### config.mk
export PLATFORM = sky130hd
export DESIGN_NAME = rounding_sat_pipe
export DESIGN_NICKNAME = d
export VERILOG_FILES = /design/src/rtl/rounding_sat_pipe.sv
export SDC_FILE = /design/constraint.sdc
export NUM_CORES = 1
export LEC_CHECK = 0
export ABC_AREA = 1
export CAP_MARGIN = 0
export CORE_ASPECT_RATIO = 1.5
export CORE_MARGIN = 4
export CORE_UTILIZATION = 30
export CTS_CLUSTER_DIAMETER = 80
export DETAILED_ROUTE_END_ITERATION = 10
export PLACE_DENSITY = 0.5
export SETUP_SLACK_MARGIN = 0.5
export SLEW_MARGIN = 0
export SYNTH_ARGS = -nofsm -noshare
export SYNTH_HDL_FRONTEND = slang
export SYNTH_SLANG_ARGS = --single-unit
### constraint.sdc
create_clock -name clk -period 3.4 [get_ports clk]
set_input_delay 0.68 -clock clk [delete_from_list [all_inputs] [get_ports clk]]
set_output_delay 0.68 -clock clk [all_outputs]
set_load 0.05 [all_outputs]
### src/rtl/rounding_sat_pipe.sv
// rounding_sat_pipe: per-channel field extract, rounding, saturate/wrap in
// two pipeline stages, plus per-channel sticky overflow and an event counter.
module rounding_sat_pipe #(
   parameter  int WIDTH     = 32,
   parameter  int START_BIT = 30,
   parameter  int END_BIT   = 16,
   parameter  int CHANNELS  = 2,
   parameter  int CNT_W     = 16,
   localparam int OW        = START_BIT - END_BIT + 1
) (
   input  logic                      clk,
   input  logic                      reset_b,
   input  logic                      valid_in,
   input  logic [CHANNELS*WIDTH-1:0] data_input,
   input  logic [1:0]                mode,
   input  logic                      sat_en,
   input  logic                      clr,
   output logic                      valid_out,
   output logic [CHANNELS*OW-1:0]    data_output,
   output logic [CHANNELS-1:0]       ovf_out,
   output logic [CHANNELS-1:0]       ovf_sticky,
   output logic [CNT_W-1:0]          sat_cnt
);
   localparam logic [OW-1:0] FMAX = {1'b0, {(OW-1){1'b1}}};
   localparam logic [OW-1:0] FMIN = {1'b1, {(OW-1){1'b0}}};

   logic [CHANNELS-1:0][OW-1:0] s1_f_d, s1_f_q, s2_res_d, data_q;
   logic [CHANNELS-1:0]         s1_inc_d, s1_inc_q;
   logic [CHANNELS-1:0]         s1_ovf_d, s1_ovf_q;
   logic [CHANNELS-1:0]         s1_s_d, s1_s_q;
   logic                        s1_sat_q, s1_v_q;
   logic                        valid_q;
   logic [CHANNELS-1:0]         ovf_q, sticky_q, sticky_d;
   logic [CNT_W-1:0]            cnt_q, cnt_d, cnt_base;

   for (genvar c = 0; c < CHANNELS; c++) begin : g_ch
      logic [WIDTH-1:0] x;
      logic [OW-1:0]    f, sum;
      logic             h, l, s, inc, rng;

      assign x = data_input[c*WIDTH +: WIDTH];
      assign f = x[START_BIT:END_BIT];
      assign h = x[END_BIT-1];
      assign l = |x[END_BIT-2:0];
      assign s = x[WIDTH-1];

      always_comb begin
         unique case (mode)
            2'd0:    inc = 1'b0;
            2'd1:    inc = h & (~s | l);
            2'd2:    inc = h & (l | f[0]);
            default: inc = h;
         endcase
      end

      // Bits above the field must all match the sign for f to be exact.
      if (START_BIT < WIDTH-1) begin : g_rng
         logic [WIDTH-1-START_BIT:0] top;
         assign top = x[WIDTH-1:START_BIT];
         assign rng = ~((&top) | (~|top));
      end else begin : g_norng
         assign rng = 1'b0;
      end

      assign s1_f_d[c]   = f;
      assign s1_inc_d[c] = inc;
      assign s1_ovf_d[c] = rng | (inc & (f == FMAX));
      assign s1_s_d[c]   = s;

      assign sum = s1_f_q[c] + {{(OW-1){1'b0}}, s1_inc_q[c]};
      assign s2_res_d[c] = (s1_ovf_q[c] & s1_sat_q)
                         ? (s1_s_q[c] ? FMIN : FMAX) : sum;
   end

   always_ff @(posedge clk or negedge reset_b) begin
      if (!reset_b) begin
         s1_v_q   <= 1'b0;
         s1_f_q   <= '0;
         s1_inc_q <= '0;
         s1_ovf_q <= '0;
         s1_s_q   <= '0;
         s1_sat_q <= 1'b0;
      end else begin
         s1_v_q <= valid_in;
         if (valid_in) begin
            s1_f_q   <= s1_f_d;
            s1_inc_q <= s1_inc_d;
            s1_ovf_q <= s1_ovf_d;
            s1_s_q   <= s1_s_d;
            s1_sat_q <= sat_en;
         end
      end
   end

   always_ff @(posedge clk or negedge reset_b) begin
      if (!reset_b) begin
         valid_q <= 1'b0;
         data_q  <= '0;
         ovf_q   <= '0;
      end else begin
         valid_q <= s1_v_q;
         if (s1_v_q) begin
            data_q <= s2_res_d;
            ovf_q  <= s1_ovf_q;
         end
      end
   end

   // A clear and a same-cycle event: clear first, then apply the event.
   always_comb begin
      sticky_d = (clr ? '0 : sticky_q) | (valid_q ? ovf_q : '0);
      cnt_base = clr ? '0 : cnt_q;
      cnt_d    = cnt_base;
      if (valid_q && (|ovf_q) && (cnt_base != '1))
         cnt_d = cnt_base + {{(CNT_W-1){1'b0}}, 1'b1};
   end

   always_ff @(posedge clk or negedge reset_b) begin
      if (!reset_b) begin
         sticky_q <= '0;
         cnt_q    <= '0;
      end else begin
         sticky_q <= sticky_d;
         cnt_q    <= cnt_d;
      end
   end

   assign valid_out   = valid_q;
   assign data_output = data_q;
   assign ovf_out     = ovf_q;
   assign ovf_sticky  = sticky_q;
   assign sat_cnt     = cnt_q;
endmodule

==> flow_summary.yaml <==
synth:
  yosysMostFrequentCell: "nand2_1"
  synthFlopType: "dfrtp_1"
  yosys_warnings: 0
  netlist_area_mm2: 0.00475
  synth_edf_count: 0
  synthTopCellsByCount: "nand2_1, nor2_1, dfrtp_1, inv_1, o21ai_0"
  synth.avg_cell_area_um2: 7.50
  synth_nets: 712
  syn_inst: 634
  synth.area.top_cells: "dfrtp_1, nand2_1, nor2_1"
  synth_seq_cells: 89
  synth_top_area_cell: "dfrtp_1"
  async_reset_ff_share_pct: 100
  synth.top_cell.area_share_pct: 46.9
  yosysSeqAreaShare_pct: 46.9
  synth.distinct_cells: 30
global_routing:
  grt_pass1_vias: 4433
  grt_pass1_wl_um: 22000
  grtUsageTotal_pct: 15.2
  grt_max_degree: 58
  antenna_found_initial: 0
  grt_overflow: 0
critical_path:
  crit_buf_inv: 3
  critPathSlowestCell: "clkdlybuf4s50_1"
  critical_path.cell_chain: "clkdlybuf4s50_1 -> nor2_1 -> ha_1 -> inv_1 -> nor3_4 -> nand2_2 -> o21ai_2 -> buf_12 -> o21ai_0 -> nand2_1"
  crit_family: "buffers and inverters"
  crit_type: "primary input to flip-flop"
  required_ns: 3.67
  critPathArrivalTime_ns: 2.77
  critPathCaptureType: "flip-flop"
  critPathMaxFanout: 10
  worstSetupStartpointType: "primary input"
  critPathMaxStageDelay_ns: 0.44
route:
  antenna_left: 0
  firstDrtPassIters: 4
  vias: 4442
  drt_wl_total_um: 13400
  avgViaCountPerCell: 4.61
  drcViolationCount: 0
  drt_iter0_drc: 190
  wire_per_inst_um: 13.9
clocking:
  cts-root-buf: "clkbuf_16"
  hold_buffers: 0
  clkTransAtPathRegs_ns: 0.07
  cts.sinks: 89
  cts_resized: 0
  cts_tree: "yes"
  cts_made_buffers: 9
  postCtsSetupBuffers: 0
  h-tree-depth: 3
  clk_path_buf_depth: 2
  worstSkewPairLatency_ns: 0.34
power_and_ir_drop:
  p_per_area_mw_per_mm2: 466
  report.power.total_uw: 3020
  power.leakage_uw: 0.00289
  ir_drop_mv: 0.189
placement:
  port_buffers: 121
  dpl.hpwl_um: 10600
  placed_area_mm2: 0.00619
  place_congestion: 0.845
sta:
  worst_slew_pin_slew_ns: 0.958
  relSlewSlack_pct: 35.9
  fin_hold_ws_ns: 0.412
  setup_viol: 0
  rsz0062_at_grt: "false"
  timing.fmax_mhz: 400
  hold_violations: 0
  timing.final.crit_share_pct: 73.5
  fin_setup_tns_ns: 0
  finalClockSkew_ns: 0.00817
  drv_slew: 0
  post-route-min-period_ns: 2.50
die:
  ioPinCount: 122
  row_count: 56
  coreArea_mm2: 0.0156
  die_x_um: 111
  die_h_um: 162
  dieArea_mm2: 0.0180
  start_util_pct: 30.4
finish:
  syn2layout_area_growth_pct: 36.6
  n_antenna_cell: 0
  drive_gt1_share_pct: 5.52
  final_cell_area_mm2: 0.00649
  regArea_mm2: 0.00223
  nNetsFinal: 834
  fillerInstances: 1593
  multiInputGateArea_mm2: 0.00217
run:
  drv_cap: 0
min_path:
  hold_class: "primary input to asynchronous set/reset pin"
run_status:
  outcome: "completed"
-- worst register-to-register path, stage by stage (launching register included) --
cell	delay, ns
dfrtp_1	0.37
inv_1	0.05
nor2_1	0.21
ha_1	0.31
inv_1	0.11
nor3_4	0.26
nand2_2	0.12
o21ai_2	0.27
buf_12	0.17
o21ai_0	0.07
nand2_1	0.09
-- per-stage QoR --
| stage | setup slack [ns] | instances | utilization, % |
|---|---|---|---|
| 6_report | 0.902 | 964 | 41.5 |
| 3_5_place_dp | 0.579 | 948 | 39.6 |
| 5_1_grt | 0.734 | 964 | 41.5 |
| 2_1_floorplan | 1.17 | 634 | - |
| 4_1_cts | 0.934 | 964 | 41.5 |
| 3_3_place_gp | 0.649 | 948 | 39.6 |
-- worst paths after layout --
| check | start | to | slack, ns | cells after the start |
|---|---|---|---|---|
| setup reg to reg | sat_cnt[0] | sat_cnt[4] | 1.32 | 10 |
| setup / recovery | clr | sat_cnt[4] | 0.90 | 10 |
| hold / removal | reset_b | valid_out | 0.41 | 1 |
| min in group clk | s1_s_q[0] | s1_s_q[0] | 0.47 | 2 |
| hold reg to reg | s1_s_q[0] | s1_s_q[0] | 0.47 | 2 |
| max in group asynchronous | reset_b | s1_f_q[4] | 2.25 | 2 |
-- final cells by class --
type | instances | share of cell area [%]
clock buffer | 11 | 3.74
clock inverter | 5 | 0.964
inverter | 71 | 4.11
multi-input combinational | 457 | 33.4
sequential | 89 | 34.3
tap | 203 | 3.91
timing repair buffer | 128 | 19.5
-- cell usage in the layout (no fill, tap or decap), types with 7 or more instances in the layout --
master	instances
clkbuf_16	9
o21ai_0	51
inv_1	69
ha_1	7
dfrtp_1	89
nand4_1	15
xor2_1	8
nor3_1	10
clkdlybuf4s50_1	119
nand3_1	38
a21oi_1	38
nand2_1	168
nor2_1	91
buf_4	7
-- cells by family (layout without fill, tap and decap cells) --
family / Yosys count / after routing / synth area share [%]
flops: 89 / 89 / 46.9
buf+inv: 88 / 215 / 7.48
xor+xnor: 12 / 12 / 2.21
compound gates: 98 / 98 / 10.9
fa+ha+maj: 7 / 7 / 1.84
simple gates: 340 / 340 / 30.7
-- power breakdown --
part / switching (uW) / leakage [uW] / internal [uW]
Sequential: 80.3 / 0.00109 / 1170
Combinational: 484 / 0.00166 / 275
Clock: 426 / 0.000142 / 594
Total: 990 / 0.00289 / 2030
-- flip-flops by register name, summed over array words and instances (netlist names), 2 cells and up --
name and cells:
s1_ovf_q 2, ovf_out 2, sat_cnt 16, s1_s_q 2, s1_f_q 30, data_output 30
ovf_sticky 2, s1_inc_q 2
-- metal layers --
metal / part of all wire [%] / track usage (%) / wire length [um] / up-vias
met3: 5.4 / 3.58 / 729 / 15
met2: 50 / 26.3 / 6730 / 124
met5: 0 / 0 / 0 / -
met1: 42 / 18.2 / 5690 / 2029
met4: 2.0 / 5.94 / 262 / 0
li1: - / - / - / 2274
No activity file was read; power rests on OpenSTA's default activity.
